===== config.mk =====
export PLATFORM = sky130hd
export DESIGN_NAME = fp_ci_master_flat
export DESIGN_NICKNAME = d
export VERILOG_FILES = /design/src/rtl/fp_ci_pkg.sv /design/src/rtl/fp_ci_master_if.sv /design/src/rtl/fp_ci_timeout_timer.sv /design/src/rtl/fp_ci_master.sv /design/src/flat_wrapper.sv
export SDC_FILE = /design/constraint.sdc
export NUM_CORES = 1
export LEC_CHECK = 0
export ABC_AREA = 1
export CAP_MARGIN = 20
export CELL_PAD_IN_SITES_DETAIL_PLACEMENT = 1
export CELL_PAD_IN_SITES_GLOBAL_PLACEMENT = 1
export CORE_MARGIN = 1.5
export CORE_UTILIZATION = 32
export CTS_CLUSTER_SIZE = 20
export DETAILED_ROUTE_END_ITERATION = 8
export PLACE_DENSITY_LB_ADDON = 0.1
export SLEW_MARGIN = 0
export SYNTH_ARGS = -nofsm -noshare
export SYNTH_HDL_FRONTEND = slang
export SYNTH_HIERARCHICAL = 1
export SYNTH_SLANG_ARGS = --single-unit
export TNS_END_PERCENT = 50

===== constraint.sdc =====
create_clock -name clk -period 4.69 [get_ports clk]
set_input_delay 1.1725 -clock clk [delete_from_list [all_inputs] [get_ports clk]]
set_output_delay 1.1725 -clock clk [all_outputs]
set_load 0.01 [all_outputs]

===== src/rtl/fp_ci_pkg.sv =====
// fp_ci_pkg: shared definitions for the FP custom-instruction master and the
// FP ALU wrapper (opcodes, FSM state type, special IEEE-754 single words).
package fp_ci_pkg;

  localparam logic [1:0] OP_ADD = 2'd0;
  localparam logic [1:0] OP_SUB = 2'd1;
  localparam logic [1:0] OP_MUL = 2'd2;
  localparam logic [1:0] OP_DIV = 2'd3;

  localparam logic [31:0] FP_NAN     = 32'h7fffffff;
  localparam logic [31:0] FP_POS_INF = 32'h7f800000;
  localparam logic [31:0] FP_NEG_INF = 32'hff800000;

  typedef enum logic [2:0] {
    ST_IDLE,
    ST_ISSUE,
    ST_WAIT,
    ST_FLUSH,
    ST_RESP
  } state_t;

endpackage


===== src/rtl/fp_ci_master_if.sv =====
// fp_ci_master_if: bundles the request port, response port and the
// custom-instruction slave bus of fp_ci_master.
//   master modport : view of fp_ci_master itself
//   slave modport  : view of the surroundings (requester, consumer, FP ALU)
interface fp_ci_master_if;
  // request port
  logic        req_valid;
  logic        req_ready;
  logic [31:0] req_dataa;
  logic [31:0] req_datab;
  logic [1:0]  req_n;
  // response port
  logic        rsp_valid;
  logic        rsp_ready;
  logic [31:0] rsp_result;
  logic        rsp_timeout;
  // custom-instruction slave bus
  logic        ci_clk_en;
  logic        ci_start;
  logic        ci_reset;
  logic [31:0] ci_dataa;
  logic [31:0] ci_datab;
  logic [1:0]  ci_n;
  logic        ci_done;
  logic [31:0] ci_result;

  modport master (
    input  req_valid, req_dataa, req_datab, req_n, rsp_ready, ci_done, ci_result,
    output req_ready, rsp_valid, rsp_result, rsp_timeout,
           ci_clk_en, ci_start, ci_reset, ci_dataa, ci_datab, ci_n
  );

  modport slave (
    output req_valid, req_dataa, req_datab, req_n, rsp_ready, ci_done, ci_result,
    input  req_ready, rsp_valid, rsp_result, rsp_timeout,
           ci_clk_en, ci_start, ci_reset, ci_dataa, ci_datab, ci_n
  );

endinterface


===== src/rtl/fp_ci_timeout_timer.sv =====
// fp_ci_timeout_timer: down-counter measuring cycles spent waiting for the
// slave. clear loads TIMEOUT_CYCLES-1; enable counts down; tc flags the last
// allowed wait cycle (count reached zero).
// Ports: clk, reset (sync, active-high), clear, enable, tc.
module fp_ci_timeout_timer #(
  parameter int unsigned TIMEOUT_CYCLES = 64
) (
  input  logic clk,
  input  logic reset,
  input  logic clear,
  input  logic enable,
  output logic tc
);

  localparam int unsigned W = $clog2(TIMEOUT_CYCLES);
  localparam logic [W-1:0] LOAD = W'(TIMEOUT_CYCLES - 1);

  logic [W-1:0] count;

  always_ff @(posedge clk) begin
    if (reset) begin
      count <= '0;
    end else if (clear) begin
      count <= LOAD;
    end else if (enable && (count != '0)) begin
      count <= count - 1'b1;
    end
  end

  assign tc = (count == '0);

endmodule


===== src/rtl/fp_ci_master.sv =====
// fp_ci_master: issues FP operation requests to a multi-cycle custom-instruction
// FP ALU, waits for done (or times out and flushes the slave) and returns the
// result on a valid/ready response port.
// Ports: clk, reset (sync, active-high), bus (fp_ci_master_if.master),
//        busy (not idle), op_count (completed responses, wrapping),
//        timeout_count (timed-out ops, saturating).
//
// state    | meaning
// ---------+-----------------------------------------------------------
// IDLE     | ready for a request; operands latched on acceptance
// ISSUE    | one-cycle start pulse to slave, timer loaded
// WAIT     | clock enabled, waiting for done or timer terminal count
// FLUSH    | one-cycle slave reset after a timeout
// RESP     | response presented until the consumer accepts it
module fp_ci_master
  import fp_ci_pkg::*;
#(
  parameter int unsigned TIMEOUT_CYCLES = 64,
  parameter logic [31:0] NAN_VALUE      = FP_NAN
) (
  input  logic          clk,
  input  logic          reset,
  fp_ci_master_if.master bus,
  output logic          busy,
  output logic [15:0]   op_count,
  output logic [7:0]    timeout_count
);

  state_t state, state_next;
  logic   load_ops, take_done, take_timeout, rsp_fire;
  logic   timer_clear, timer_en, timer_tc;

  fp_ci_timeout_timer #(.TIMEOUT_CYCLES(TIMEOUT_CYCLES)) u_timer (
    .clk    (clk),
    .reset  (reset),
    .clear  (timer_clear),
    .enable (timer_en),
    .tc     (timer_tc)
  );

  always_ff @(posedge clk) begin
    if (reset) state <= ST_IDLE;
    else       state <= state_next;
  end

  always_comb begin
    state_next   = state;
    load_ops     = 1'b0;
    take_done    = 1'b0;
    take_timeout = 1'b0;
    rsp_fire     = 1'b0;
    timer_clear  = 1'b0;
    timer_en     = 1'b0;
    case (state)
      ST_IDLE: begin
        if (bus.req_valid) begin
          load_ops   = 1'b1;
          state_next = ST_ISSUE;
        end
      end
      ST_ISSUE: begin
        // done seen here belongs to a previous operation and is ignored
        timer_clear = 1'b1;
        state_next  = ST_WAIT;
      end
      ST_WAIT: begin
        // done takes priority over a timeout on the same cycle
        if (bus.ci_done) begin
          take_done  = 1'b1;
          state_next = ST_RESP;
        end else if (timer_tc) begin
          take_timeout = 1'b1;
          state_next   = ST_FLUSH;
        end else begin
          timer_en = 1'b1;
        end
      end
      ST_FLUSH: state_next = ST_RESP;
      ST_RESP: begin
        if (bus.rsp_ready) begin
          rsp_fire   = 1'b1;
          state_next = ST_IDLE;
        end
      end
      default: state_next = ST_IDLE;
    endcase
  end

  // Strobes are registered from the next state so they line up with the state
  // they belong to without any combinational path to the slave.
  always_ff @(posedge clk) begin
    if (reset) begin
      bus.ci_start    <= 1'b0;
      bus.ci_clk_en   <= 1'b0;
      bus.ci_dataa    <= '0;
      bus.ci_datab    <= '0;
      bus.ci_n        <= '0;
      bus.rsp_valid   <= 1'b0;
      bus.rsp_result  <= '0;
      bus.rsp_timeout <= 1'b0;
      op_count        <= '0;
      timeout_count   <= '0;
    end else begin
      bus.ci_start  <= (state_next == ST_ISSUE);
      bus.ci_clk_en <= (state_next == ST_ISSUE) || (state_next == ST_WAIT) ||
                       (state_next == ST_FLUSH);
      bus.rsp_valid <= (state_next == ST_RESP);
      if (load_ops) begin
        bus.ci_dataa <= bus.req_dataa;
        bus.ci_datab <= bus.req_datab;
        bus.ci_n     <= bus.req_n;
      end
      if (take_done) begin
        bus.rsp_result  <= bus.ci_result;
        bus.rsp_timeout <= 1'b0;
      end
      if (take_timeout) begin
        bus.rsp_result  <= NAN_VALUE;
        bus.rsp_timeout <= 1'b1;
        if (timeout_count != 8'hff) timeout_count <= timeout_count + 8'd1;
      end
      if (rsp_fire) op_count <= op_count + 16'd1;
    end
  end

  assign bus.req_ready = (state == ST_IDLE);
  assign bus.ci_reset  = reset || (state == ST_FLUSH);
  assign busy          = (state != ST_IDLE);

endmodule

===== src/flat_wrapper.sv =====
// flat-port wrapper written by rule: the top's interface ports become plain ports
module fp_ci_master_flat import fp_ci_pkg::*;
#(
  parameter int unsigned TIMEOUT_CYCLES = 64,
  parameter logic [31:0] NAN_VALUE      = FP_NAN
)
  (clk, reset, busy, op_count, timeout_count, bus_req_valid, bus_req_dataa, bus_req_datab, bus_req_n, bus_rsp_ready, bus_ci_done, bus_ci_result, bus_req_ready, bus_rsp_valid, bus_rsp_result, bus_rsp_timeout, bus_ci_clk_en, bus_ci_start, bus_ci_reset, bus_ci_dataa, bus_ci_datab, bus_ci_n);
  fp_ci_master_if bus_i ();
  input  logic clk;
  input  logic reset;
  output logic busy;
  output logic [15:0] op_count;
  output logic [7:0] timeout_count;
  input wire logic [$bits(bus_i.req_valid)-1:0] bus_req_valid;
  input wire logic [$bits(bus_i.req_dataa)-1:0] bus_req_dataa;
  input wire logic [$bits(bus_i.req_datab)-1:0] bus_req_datab;
  input wire logic [$bits(bus_i.req_n)-1:0] bus_req_n;
  input wire logic [$bits(bus_i.rsp_ready)-1:0] bus_rsp_ready;
  input wire logic [$bits(bus_i.ci_done)-1:0] bus_ci_done;
  input wire logic [$bits(bus_i.ci_result)-1:0] bus_ci_result;
  output wire logic [$bits(bus_i.req_ready)-1:0] bus_req_ready;
  output wire logic [$bits(bus_i.rsp_valid)-1:0] bus_rsp_valid;
  output wire logic [$bits(bus_i.rsp_result)-1:0] bus_rsp_result;
  output wire logic [$bits(bus_i.rsp_timeout)-1:0] bus_rsp_timeout;
  output wire logic [$bits(bus_i.ci_clk_en)-1:0] bus_ci_clk_en;
  output wire logic [$bits(bus_i.ci_start)-1:0] bus_ci_start;
  output wire logic [$bits(bus_i.ci_reset)-1:0] bus_ci_reset;
  output wire logic [$bits(bus_i.ci_dataa)-1:0] bus_ci_dataa;
  output wire logic [$bits(bus_i.ci_datab)-1:0] bus_ci_datab;
  output wire logic [$bits(bus_i.ci_n)-1:0] bus_ci_n;
  assign bus_i.req_valid = bus_req_valid;
  assign bus_i.req_dataa = bus_req_dataa;
  assign bus_i.req_datab = bus_req_datab;
  assign bus_i.req_n = bus_req_n;
  assign bus_i.rsp_ready = bus_rsp_ready;
  assign bus_i.ci_done = bus_ci_done;
  assign bus_i.ci_result = bus_ci_result;
  assign bus_req_ready = bus_i.req_ready;
  assign bus_rsp_valid = bus_i.rsp_valid;
  assign bus_rsp_result = bus_i.rsp_result;
  assign bus_rsp_timeout = bus_i.rsp_timeout;
  assign bus_ci_clk_en = bus_i.ci_clk_en;
  assign bus_ci_start = bus_i.ci_start;
  assign bus_ci_reset = bus_i.ci_reset;
  assign bus_ci_dataa = bus_i.ci_dataa;
  assign bus_ci_datab = bus_i.ci_datab;
  assign bus_ci_n = bus_i.ci_n;
  fp_ci_master #(.TIMEOUT_CYCLES(TIMEOUT_CYCLES), .NAN_VALUE(NAN_VALUE)) u_core (.clk(clk), .reset(reset), .bus(bus_i), .busy(busy), .op_count(op_count), .timeout_count(timeout_count));
endmodule

==> results.txt, run 1 <==
Final slew viol count - 0
Status - complete, no violations
Slew @ Worst Pin - 923 ps
Largest cells by area after synthesis - dfxtp_1 49%, nand2_1 9.9%, a21oi_1 8.1%, nand3_1 8.0%, nor2_1 5.0%
Syn Inst Count - 730
Initial DRT Pass Iterations - 4
GP Congestion - 0.776
Vias after detailed routing - 5753
Seq/Total Area, Yosys - 48.9%
I/O pins - 232
Synthesis-to-finish area growth - 53.3%
Fmax - 320 MHz
Synth Register Bits - 135
Number of hold buffers added after cts - 0
Synth top area share - 48.9%
Worst hold path class - reg -> reg
Static leakage - 3.14 nW
H-tree depth - 4
Clk_lat worst skew - 420 ps
CTS Buf Count - 17
Clock transition at path regs - 60 ps
DIE HEIGHT - 134 microns
Avg Cell Area, Syn - 7.57 sq um
Clk root buf - clkbuf_16
RSZ-0062 raised after global routing - false
Data required time of the critical path - 3520 ps
Synthesized area - 5530 sq um
Grt ovf - 0
Kind of critical path - in -> out
Tcrit/Tclk final - 66.5%
1st-iter DRT viols - 252
Post-DP HPWL - 12700 microns
Number of clock sinks - 135
Slew margin rel. - 38.5%
DRC - 0
PortBufs - 231
Setup Viol. Count Final - 0
Pin count of the biggest net entering global routing - 86
Post-CTS Setup Bufs - 0
Worst-path maximum fanout - 2
Ant. Diodes - 0
Share of layout cells above drive strength 1 - 5.88%
Most area-hungry cell type in the Yosys netlist - dfxtp_1
Final min period - 3120 ps
Arrival time worst endpoint - 1950 ps
Final Hold Vio Count - 0
Crit end category - primary output
Max VDD drop - 0.256 mV
Global-route wire length before repair - 29400 microns
Die W - 134 microns
Fill cells - 2011
Placement Setup Slack - 1510 ps
Starting Density - 33.0%
Setup_tns - 0 ps
Routed len/inst - 15.8 microns
PostCTS Resize Cnt - 0
CTS tree - yes
Max-cap violations - 0
Vias in the first global route - 5901
Syn nets - 837
Core area - 16800 sq um
Final nets - 1047
Synth warn - 6
Clk buf depth - 2
Count of cell types in the netlist - 31
Die footprint - 18100 sq um
Initial antenna violation count - 0
Antenna Nets Post-Route - 0
Vias/cell - 4.90
Worst setup SP type - primary input
Clock skew - 15.1 ps
Final WS setup - 1570 ps
PD cells - 376 nW/um^2
Rows - 47
Final wirelength - 18500 microns
GR Util All Layers - 20.3%
-- final timing paths --
kind,slack (ps),endpoint,from,depth (start not counted)
worst max-delay path,1570,bus_ci_reset,reset,4
worst min-delay path,460,u_core/bus.rsp_result[31]$_SDFFE_PP0P_,u_core/bus.rsp_result[31]$_SDFFE_PP0P_,2
worst max register to register,2190,u_core/bus.ci_dataa[12]$_SDFFE_PP0P_,u_core/state[1]$_SDFF_PP0_,7
worst min register to register,460,u_core/bus.rsp_result[31]$_SDFFE_PP0P_,u_core/bus.rsp_result[31]$_SDFFE_PP0P_,2
-- critical path, stage by stage --
cell and delay, ps:
buf_2 100, inv_1 50, nand2_1 60, clkdlybuf4s50_1 570
-- per-layer routing --
metal  GRT usage [%]  up-vias  share of wire, %
met5               0        -                 0
met4            6.03        0               1.6
met3            7.14       20               6.4
met2            36.1      148                51
met1            22.8     2761                41
li1                -     2824                 -
-- through the flow --
| stage | area, sq um | utilization [%] | power [mW] | hold WS (ps) | instances |
|---|---|---|---|---|---|
| 3_5_place_dp | 7870 | 47.0 | 1.84 | 456 | 1141 |
| 2_1_floorplan | 5530 | - | 1.57 | 451 | 730 |
| 4_1_cts | 8480 | 50.6 | 3.22 | 465 | 1173 |
| 3_3_place_gp | 7870 | 47.0 | 1.82 | 447 | 1141 |
| 6_report | 8480 | 50.6 | 3.18 | 460 | 1173 |
| 5_1_grt | 8480 | 50.6 | 3.33 | 484 | 1173 |
-- cells in the mapped netlist, drive strengths merged --
cell type and instances:
nor3 31, nor3b 1, o21ai 40, nand2 152
nand3b 1, a21oi 89, xor2 1, inv 46
buf 30, nand4 10, ha 4, nor2 80
xnor2 3, nand3 89, dfxtp 135, o21bai 1
a31oi 1, or2 1, clkbuf 15
-- report_power, final --
group | internal (mW) | leakage (nW) | switching, mW
registers | 1.22 | 1.10 | 0.0444
logic | 0.276 | 1.76 | 0.270
clock network | 0.840 | 0.283 | 0.532
-- kinds of logic after synthesis --
logic type / synth area share (%)
AO/OA/AOI/OAI: 11.9
XOR/XNOR: 0.634
adder cells (fa/ha/maj): 0.905
buffers and inverters: 8.10
flip-flops: 48.9
AND/OR/NAND/NOR: 29.6
-- registers in the layout, indices dropped and copies added, names as in the netlist, 2 cells and up --
register,flops
u_core/u_timer/count,6
u_core/bus.ci_n,2
u_core/bus.ci_datab,32
u_core/state,3
u_core/bus.rsp_result,32
u_core/op_count,16
u_core/timeout_count,8
u_core/bus.ci_dataa,32
-- cells in the final DEF, fill, tap and decap left out, drive strengths merged, types with 3 or more instances in the layout --
cell type      Yosys  layout
clkdlybuf4s50      0     229
nand2            152     152
dfxtp            135     135
a21oi             89      89
nand3             89      89
nor2              80      80
inv               46      47
o21ai             40      40
nor3              31      31
clkbuf            15      18
nand4             10      10
buf               30       7
clkinv             0       6
clkinvlp           0       4
ha                 4       4
bufinv             0       3
xnor2              3       3
-- final cells by class --
class	instances	area (sq um)	area share, %
clock buffer	18	429	5.06
clock inverter	14	178	2.10
inverter	46	175	2.07
multi-input combinational	504	2380	28.1
sequential	135	2700	31.9
tap	220	275	3.25
timing repair buffer	236	2340	27.6
Power figures use the tool's default switching activity.
==> run 2: changes to the inputs <==
- CORE_UTILIZATION: 32 -> 30
- clock period: 4.69 -> 3.2 ns (I/O delays scaled with it)
==> run 2 against run 1 <==
Sequential power increased by 46%. Die area increased by 6.5%. Critical path depth increased by 3. Core utilization decreased by 3.7 points. Via count decreased by 0.83%. First-iteration DRC count decreased by 6.0%. Wire length increased by 2.6%. Register-to-register slack got worse by 1500 ps. Highest routed layer unchanged.
==> results.txt, run 2 (synthesis gave the netlist of run 1 again) <==
Status - complete, no violations
Share of layout cells above drive strength 1 - 6.08%
Clock transition at path regs - 60 ps
1st-iter DRT viols - 237
Worst setup SP type - flip-flop
Net Switching - 1.24 mW
Core area - 18000 sq um
Max-cap violations - 0
Final Hold Vio Count - 0
Fmax - 402 MHz
Initial antenna violation count - 0
Setup Viol. Count Final - 0
Setup_tns - 0 ps
Number of hold buffers added after cts - 0
Final wirelength - 19000 microns
Internal power - 3.29 mW
Clock group share of total power - 41.1%
GP Congestion - 0.794
Vias in the first global route - 6006
Switch share - 27.3%
Routed len/inst - 16.1 microns
Die W - 139 microns
PD cells - 535 nW/um^2
Worst Reg-to-Reg Cells - 7
Most common cell after layout, fill and taps aside - clkdlybuf4s50_1
Tcrit/Tclk final - 77.7%
Data required time of the critical path - 3440 ps
Clock skew - 11.8 ps
Logic pwr share - 17.8%
Max VDD drop - 0.366 mV
Rows - 49
RSZ-0062 raised after global routing - false
Starting Density - 30.7%
DIE HEIGHT - 139 microns
Post-CTS Setup Bufs - 0
PortBufs - 231
Worst-path maximum fanout - 68
Biggest regs - u_core/bus.ci_dataa x32, u_core/bus.ci_datab x32, u_core/bus.rsp_result x32
Final Cell Area - 8460 sq um
Clk_lat worst skew - 420 ps
CTS tree - yes
PostCTS Resize Cnt - 0
Antenna Nets Post-Route - 0
Overall Power - 4.52 mW
Post-DP HPWL - 13300 microns
Synthesis-to-finish area growth - 52.9%
Ant. Diodes - 0
Final nets - 1048
Most frequent cells in the layout - 229 x clkdlybuf4s50_1, 146 x nand2_1, 135 x dfxtp_1, 89 x a21oi_1, 88 x nand3_1
Grt ovf - 0
DRC - 0
Pin count of the biggest net entering global routing - 86
Global-route wire length before repair - 30800 microns
Crit end category - flip-flop
Clk root buf - clkbuf_16
Reg power frac - 41.0%
Hold Slack - 463 ps
H-tree depth - 4
I/O pins - 232
Clk buf depth - 2
Hold depth - 2
CTS Buf Count - 17
Initial DRT Pass Iterations - 4
Placed instance area - 7890 sq um
Die footprint - 19300 sq um
Vias after detailed routing - 5705
Final min period - 2490 ps
Slew margin rel. - 36.5%
Vias/cell - 4.82
R2r setup slk - 710 ps
Final slew viol count - 0
Worst hold path class - reg -> reg
GR Util All Layers - 19.8%
Kind of critical path - reg -> reg
Arrival time worst endpoint - 2730 ps
Slew @ Worst Pin - 953 ps
Number of clock sinks - 135
Static leakage - 3.13 nW
-- run 2: critical path, cell delays in order, from the launching register on --
cell and delay [ps]:
dfxtp_1 350, nor2_4 180, nand2_2 90, inv_4 60, buf_4 560, nand2_4 610, nand2_1 270, a21oi_1 120
-- run 2: power by group through the flow --
| stage | sequential [mW] | clock, mW | combinational (mW) |
|---|---|---|---|
| final | 1.86 | 1.86 | 0.806 |
| after global routing | 1.87 | 2.00 | 0.882 |
| after CTS | 1.86 | 1.92 | 0.817 |
| after detailed placement | 1.89 | 0 | 0.812 |
| after global placement | 1.89 | 0 | 0.787 |
| after floorplan | 1.93 | 0 | 0.370 |
-- run 2: path summary, 6_finish.rpt --
| check | to | start |
|---|---|---|
| worst max-delay path | u_core/bus.ci_dataa[11]$_SDFFE_PP0P_ | u_core/state[0]$_SDFF_PP0_ |
| worst min-delay path | u_core/bus.ci_datab[12]$_SDFFE_PP0P_ | u_core/bus.ci_datab[12]$_SDFFE_PP0P_ |
| worst max register to register | u_core/bus.ci_dataa[11]$_SDFFE_PP0P_ | u_core/state[0]$_SDFF_PP0_ |
| worst min register to register | u_core/bus.ci_datab[12]$_SDFFE_PP0P_ | u_core/bus.ci_datab[12]$_SDFFE_PP0P_ |
-- run 2: area by class of cell --
class	count	area [sq um]
multi-input combinational	504	2380
tap	229	287
timing repair buffer	237	2350
clock buffer	18	439
inverter	46	175
fill	2188	9570
clock inverter	14	126
sequential	135	2700
-- run 2: per-stage QoR --
stage,utilization (%),cells,worst slack (ps)
after floorplan,-,730,956
after global placement,43.8,1151,741
after detailed placement,43.8,1151,693
after CTS,46.9,1183,684
after global routing,46.9,1183,501
final,46.9,1183,715
-- run 2: routing by layer --
layer  wire length, microns  global-route usage (%)  share of wire, %
met5                      0                       0                 0
met4                    438                    7.13               2.3
met3                   1100                    6.77               5.8
met2                   9630                    35.3                51
met1                   7830                    21.9                41
